File: src/rtl/seg7_scan_mux.sv
// rtl/seg7_scan_mux.sv - multiplexed 4-digit hex driver for a common-anode 7-segment display
//
// Purpose: hex-decodes a 16-bit value (plus 4 decimal points) and scans it onto
// four common-anode digits. Each digit slot starts with an all-off blanking window
// to prevent ghosting. New data is taken only at frame boundaries, so every frame
// shows a single consistent value.
//
// Ports:
//   clock  - system clock
//   reset  - synchronous, active-high reset
//   value  - hex value; value[3:0] -> an[0] (rightmost), value[15:12] -> an[3]
//   dp_in  - decimal point per digit, active high; dp_in[i] -> digit i
//   load   - strobe: capture {dp_in, value} into the pending register
//   seg    - segments a..g on seg[0]..seg[6], active low
//   dp     - decimal point, active low
//   an     - digit anodes, active low
//   frame  - one-cycle pulse at each frame boundary (digit 3 -> 0 wrap)
//
// Optional feature: define SEG7_LZ_BLANK_EN to enable leading-zero blanking.
module seg7_scan_mux #(
  parameter int REFRESH_DIV  = 50000,
  parameter int BLANK_CYCLES = 1000
) (
  input  logic        clock,
  input  logic        reset,
  input  logic [15:0] value,
  input  logic [3:0]  dp_in,
  input  logic        load,
  output logic [6:0]  seg,
  output logic        dp,
  output logic [3:0]  an,
  output logic        frame
);

  localparam int            CW        = $clog2(REFRESH_DIV);
  localparam logic [CW-1:0] LAST      = CW'(REFRESH_DIV - 1);
  localparam logic [CW-1:0] BLANK_END = CW'(BLANK_CYCLES);

  logic [CW-1:0] cnt;
  logic [1:0]    digit;
  logic [19:0]   pending;   // {dp[3:0], value[15:0]} awaiting the next frame
  logic [19:0]   shadow;    // {dp[3:0], value[15:0]} being displayed

  logic          wrap;
  logic          boundary;
  logic [19:0]   captured;
  logic [3:0]    nib;
  logic [3:0]    shadow_dp;
  logic [3:0]    lz;
  logic [6:0]    seg_d;
  logic          dp_d;
  logic [3:0]    an_d;

  function automatic logic [6:0] hex7(input logic [3:0] n);
    // Returned as {g,f,e,d,c,b,a}, active low.
    case (n)
      4'h0: hex7 = 7'b1000000;
      4'h1: hex7 = 7'b1111001;
      4'h2: hex7 = 7'b0100100;
      4'h3: hex7 = 7'b0110000;
      4'h4: hex7 = 7'b0011001;
      4'h5: hex7 = 7'b0010010;
      4'h6: hex7 = 7'b0000010;
      4'h7: hex7 = 7'b1111000;
      4'h8: hex7 = 7'b0000000;
      4'h9: hex7 = 7'b0010000;
      4'hA: hex7 = 7'b0001000;
      4'hB: hex7 = 7'b0000011;
      4'hC: hex7 = 7'b1000110;
      4'hD: hex7 = 7'b0100001;
      4'hE: hex7 = 7'b0000110;
      default: hex7 = 7'b0001110;
    endcase
  endfunction

  always_comb begin
    wrap      = (cnt == LAST);
    boundary  = wrap && (digit == 2'd3);
    captured  = {dp_in, value};
    nib       = shadow[{digit, 2'b00} +: 4];
    shadow_dp = shadow[19:16];

`ifdef SEG7_LZ_BLANK_EN
    // A digit is a leading zero when it and every digit to its left are zero.
    lz[3] = (shadow[15:12] == 4'h0);
    lz[2] = lz[3] && (shadow[11:8] == 4'h0);
    lz[1] = lz[2] && (shadow[7:4] == 4'h0);
    lz[0] = 1'b0;
`else
    lz = 4'b0000;
`endif

    an_d  = 4'hF;
    seg_d = 7'h7F;
    dp_d  = 1'b1;
    // The blanking window at the start of every slot guarantees an all-off gap
    // between two different anode codes.
    if (cnt >= BLANK_END) begin
      an_d  = ~(4'b0001 << digit);
      seg_d = lz[digit] ? 7'h7F : hex7(nib);
      dp_d  = ~shadow_dp[digit];
    end
  end

  always_ff @(posedge clock) begin
    if (reset) begin
      cnt     <= '0;
      digit   <= 2'd0;
      pending <= 20'd0;
      shadow  <= 20'd0;
      seg     <= 7'h7F;
      dp      <= 1'b1;
      an      <= 4'hF;
      frame   <= 1'b0;
    end else begin
      cnt <= wrap ? '0 : cnt + CW'(1);
      if (wrap) begin
        digit <= digit + 2'd1;
      end
      if (load) begin
        pending <= captured;
      end
      // A load landing on the boundary cycle bypasses pending so it shows in
      // the frame starting right now.
      if (boundary) begin
        shadow <= load ? captured : pending;
      end
      seg   <= seg_d;
      dp    <= dp_d;
      an    <= an_d;
      frame <= boundary;
    end
  end

endmodule
File: config.mk
export PLATFORM = sky130hd
export DESIGN_NAME = seg7_scan_mux
export DESIGN_NICKNAME = d
export VERILOG_FILES = /design/src/rtl/seg7_scan_mux.sv
export SDC_FILE = /design/constraint.sdc
export NUM_CORES = 1
export LEC_CHECK = 0
export CAP_MARGIN = 20
export CORE_ASPECT_RATIO = 0.75
export CORE_MARGIN = 8
export CORE_UTILIZATION = 45
export CTS_CLUSTER_DIAMETER = 50
export DETAILED_ROUTE_END_ITERATION = 8
export DONT_BUFFER_PORTS = 1
export PLACE_DENSITY = 0.68
export SYNTH_ARGS = -nofsm -noshare
export SYNTH_HDL_FRONTEND = slang
export SYNTH_SLANG_ARGS = --single-unit
File: constraint.sdc
create_clock -name clock -period 2.29 [get_ports clock]
set_input_delay 0.458 -clock clock [delete_from_list [all_inputs] [get_ports clock]]
set_output_delay 0.458 -clock clock [all_outputs]
set_load 0.02 [all_outputs]
# Word level (Yosys, flattened, before mapping)
# Memory sizes are Yosys's and may differ from the RTL's. A register that Yosys moved wholly into a read port is not among the register bits.
# Cells that the tools add are included.
[op_classes] add_sub_neg=2 n_mul=0 n_div=0 order_cmp=2 eq_ne=2 shifts=2 muxes=5 n_bitwise=3 n_reduce_logical=4
[op_table] operator="two-way mux 20 bit" count=1
[op_table] operator="variable part select 20 x 5 -> 4 bit" count=1
[op_table] operator="adder 16 x 1 -> 16 bit, second input constant" count=1
[op_table] operator="== test 16 bit, second input constant" count=1
[op_table] operator="greater-or-equal comparator 16 x 10 -> 1 bit, second input constant" count=1
[op_table] operator="binary-select mux 1 bit (select 2 bit)" count=2
[op_table] operator="NOT 4 bit" count=1
[op_table] operator="OR reduction 2 bit" count=2
[op_table] operator="left shift 1 x 2 -> 4 bit, first input constant" count=1
[op_table] operator="less-than comparator 2 x 3 -> 1 bit, second input constant" count=1
[op_table] operator="OR reduction 3 bit" count=1
[op_table] operator="adder 2 x 1 -> 2 bit, second input constant" count=1
[op_table] operator="== test 2 bit, second input constant" count=1
[op_table] operator="two-way mux 1 bit" count=2
[op_table] operator="NOT 1 bit" count=2
[op_table] operator="logical AND 1 bit" count=1
[word_totals] ff_bits=64 latchBits=0 ramBits=0 rom_bits=112 out_inout_bits=13 wordCells=28 memories=1
[mem_list] name="(no name shown)" words=16 width=7 read_ports=1 rd_clocked_by_memory_dff=1 wr=0 line="56" text="case (n)"

# Logic depth before layout (Yosys ltp)
[logic_depth] ltp_word=3 ltp_mapped=7

# Least setup slack after synthesis
# Ideal clock, no wire load.
[synth_timing] kind="register to register" start="reg digit[0]" end="reg seg[3]" setup_time_ps=133 arrival_ps=1847 slack_ps=310 path_stages_with_launch=7 path_buffers=1 period_less_slack_ps=1980 cell_sequence="dfxtp_1 buf_2 mux4_2 ha_1 or2_2 a21oi_1 o21ai_1"
[synth_via] elab_chain_cells=3
[synth_rtl] element="from (decl)" line="40" text="logic [1:0] digit;"
[synth_rtl] element="from (signal assigned)" line="118" text="digit <= digit + 2'd1;"
[synth_rtl] element="branches (longest 3 deep; another with variable part select 20 x 5 -> 4 bit)"
[synth_rtl] element="to (decl)" line="29" text="output logic [6:0] seg,"
# Parallel ways; which one is timed is not known. The select of a mux whose other input is x is not followed.
# A chain may end at the register's enable or synchronous reset.

# Worst setup path in the final report
[layout_timing] start="reg cnt[13]" end="reg shadow[12]"
[layout_via] elab_chain_cells=2
[layout_rtl] element="from (decl)" line="39" text="logic [CW-1:0] cnt;"
[layout_rtl] element="from (signal assigned)" line="116" text="cnt <= wrap ? '0 : cnt + CW'(1);"
[layout_rtl] element="== test 16 bit" line="77" text="wrap = (cnt == LAST);"
[layout_rtl] element="logical AND 1 bit" line="78" text="boundary = wrap && (digit == 2'd3);"
[layout_rtl] element="to (signal assigned)" line="126" text="shadow <= load ? captured : pending;"
[layout_rtl] element="to (decl)" line="42" text="logic [19:0] shadow;"
# No other way between the ends.

==> key figures <==
Status
  – Status: finished clean

Cells and area
  – Number of nets in the layout: 364
  – Combined area of the multi-input logic cells: 1790 µm²
  – Non-filler instance count after layout: approximately 440
  – Top library cells by usage in the layout, fill and taps aside: sky130_fd_sc_hd__dfxtp_1 (71), sky130_fd_sc_hd__nor2_1 (38), sky130_fd_sc_hd__mux2i_1 (21)
  – Most frequent standard cell in the layout excluding fill and tap cells: sky130_fd_sc_hd__dfxtp_1
  – Fraction of layout cells with a size suffix above 1: 16.5%
  – Sequential cell area: 1420 µm²
  – Number of antenna repair diodes: 0
  – Relative area change from synthesis to final layout: 8.36%
  – # fillers: approximately 700

Power
  – Cell leakage power: 1.48 nW
  – IR drop worst, VDD: 0.000355 V
  – Power per cell area: between 600 and 700 nW/µm²

Setup path
  – Register-to-register setup slack: approximately 0.25 ns
  – Type of the setup path with the least slack: register to register
  – Element type at the critical path end: register
  – Max stage delay cell, worst path: sky130_fd_sc_hd__or4_4
  – CP max stage delay: 0.57 ns
  – Endpoint required time on the critical path: 2.59 ns
  – Cells along the critical path: or4_4 > or4_4 > buf_12 > nor3_2 > o21ba_1
  – Worst path most repeated cell: sky130_fd_sc_hd__or4_4
  – Critical path arrival: 2.34 ns
  – Crit Path Max Fanout: 20
  – Crit path launch type: register

Floorplanning
  – Die boundary height: 90.8 µm
  – Initial Util: 46.0%
  – Die Area: roughly 11000 µm²
  – I/O pin total: 36
  – Chip Width: 116 µm
  – Number of rows in the core area: 27
  – Standard cell core area: roughly 7300 µm²

CTS
  – Clock Pin Slew Worst Setup and Hold Paths: 0.08 ns
  – Post-CTS repair timing setup buffer count: 0
  – Cell at the root of the clock tree: sky130_fd_sc_hd__clkbuf_8
  – Clock tree from TritonCTS: done
  – CTS sink count: between 70 and 80
  – CTS Hold Bufs: 0
  – Post-cts repair resize count: 0
  – Clk buf depth: 2
  – Clock H-tree levels: 3
  – Cts bufs inserted: 9
  – Latest clock arrival within the worst-skew pair: roughly 0.35 ns

Global route
  – Number of antenna violations at the first check in global routing: 0
  – GR Overflow Total: 0
  – GRT Total Usage: 14.2%
  – Largest net degree at the start of global routing: 46
  – Global-route wire length before repair: between 10000 and 15000 µm
  – Vias in the first global route: 2252

Place
  – Placed Instances: roughly 420
  – IO Port Bufs: 0
  – Post-detail-place hpwl: 4920 µm
  – Final weighted congestion of routability-driven global placement: about 0.8

Routing
  – Number of DRC violations after detailed routing: 0
  – Wire length per cell after detailed routing: ~16 µm
  – Remaining antenna violation count after routing: 0
  – Routed vias/inst: between 5 and 6
  – WL final: 7100 µm
  – Detailed-route via count: 2365
  – Count of TritonRoute iterations in the first routing pass: 4
  – Violation count after the first detailed-routing iteration: 206

Synth
  – Flops & latches, synth: 71
  – Count of flip-flops with a built-in enable after synthesis: 0
  – Synth Warn #: 0
  – Fraction of synthesis flops using an asynchronous set or reset pin: 0%
  – Number of instances in the synthesized netlist: 332
  – Syn_nets: 367
  – Most used flip-flop cell after synthesis: sky130_fd_sc_hd__dfxtp_1
  – Synthesized area divided by synthesized cell count: 10.1 µm²
  – Mapped cell area: roughly 3400 µm²
  – Number of distinct library cells after synthesis: 40
  – Seq/Total Area, Yosys: about 42%

STA
  – Post-route setup TNS: 0 ns
  – Count of final hold-check violations: 0
  – Final setup violation count: 0
  – Maximum clock frequency: approximately 0.49 GHz
  – Normalized max-slew margin: 34.5%
  – Transition time of the tightest slew-check pin: just under 1 ns
  – Share of the cycle needed by the critical path after routing: 89.1%
  – Max-slew violation count: 0
  – Final Critical Period: slightly above 2 ns
  – Hold slack: between 0.15 and 0.2 ns
  – Worst clock skew: roughly 0.010 ns
  – Unrepaired setup endpoints after global routing: no

Run
  – Max-capacitance violation count: 0

Hold path
  – Path type of the worst min-delay path: input pin to register
## cell usage after synthesis, types with 4 or more instances
cell	count	area share [%]
sky130_fd_sc_hd__a21boi_0	20	4.5
sky130_fd_sc_hd__xor2_1	10	2.6
sky130_fd_sc_hd__nand3_1	10	1.5
sky130_fd_sc_hd__o211ai_1	4	0.90
sky130_fd_sc_hd__mux2i_1	21	6.3
sky130_fd_sc_hd__ha_1	12	4.5
sky130_fd_sc_hd__dfxtp_1	71	42
sky130_fd_sc_hd__nor2_1	38	4.3
sky130_fd_sc_hd__nand4_1	4	0.75
sky130_fd_sc_hd__mux4_2	6	4.0
sky130_fd_sc_hd__a21oi_1	6	0.90
sky130_fd_sc_hd__xnor2_1	5	1.3
sky130_fd_sc_hd__nand2_1	16	1.8
sky130_fd_sc_hd__o21ba_1	20	6.0
sky130_fd_sc_hd__nor3_2	20	6.0
sky130_fd_sc_hd__o21ai_0	4	0.60
sky130_fd_sc_hd__inv_1	9	1.0
sky130_fd_sc_hd__clkbuf_1	17	1.9
## flip-flops by register name, indices dropped and copies added, names as in the netlist
signal   flops
dp           1
seg          7
cnt         16
shadow      20
frame        1
pending     20
an           4
digit        2
## worst max-delay path, delay by kind of cell (launching register included)
family / cells / cell delay [ns]
AOI/OAI and AO/OA: 1 / 0.13
buffers and inverters: 1 / 0.19
DFF: 1 / 0.35
and+or+nand+nor: 3 / 1.32
## final timing paths
| path | startpoint | end | cells after the start |
|---|---|---|---|
| worst min register to register | cnt[0] | cnt[0] | 1 |
| worst min-delay path | reset | pending[16] | 1 |
| worst max-delay path | cnt[13] | shadow[12] | 5 |
| worst max register to register | cnt[13] | shadow[12] | 5 |
## per-layer routing
metal	global-route usage (%)	vias to the layer above	routed length, µm	part of all wire (%)
li1	-	1156	-	-
met1	19.3	1125	3460	49
met2	20.2	77	3010	42
met3	5.14	7	553	7.8
met4	4.74	0	75	1.1
met5	0	-	0	0
## layout make-up
cell class                 instances  share of cell area, %
clock buffer                      12                   4.27
sequential                        71                   39.1
clock inverter                     4                  0.826
multi-input combinational        229                   49.2
tap                              101                   3.48
timing repair buffer               9                   2.20
inverter                           9                  0.929
## power breakdown
group	switching, mW	total, mW	leakage, nW	internal [mW]
combinational	0.0385	0.0722	0.815	0.0338
sequential	0.0101	1.27	0.577	1.26
clock	0.469	0.923	0.0926	0.454
total	0.517	2.26	1.48	1.75
## per-stage QoR
stage	total power, mW	worst slack, ns	area (µm²)	util (%)
after detailed placement	1.37	0.258	3450	47.3
after floorplan	1.37	0.310	3350	-
after global routing	2.34	0.169	3630	49.8
after CTS	2.28	0.244	3630	49.8
final	2.26	0.249	3630	49.8
after global placement	1.37	0.297	3450	47.3
## kinds of logic (layout without fill, tap and decap cells)
kind of cell / Yosys count / after routing / share of synthesized area, %
simple gates: 113 / 113 / 19.9
buf+inv: 32 / 34 / 4.33
flops: 71 / 71 / 42.4
xor+xnor: 15 / 15 / 3.92
mux: 28 / 28 / 10.6
fa+ha+maj: 12 / 12 / 4.48
compound gates: 61 / 61 / 14.4
Power figures use the tool's default switching activity.
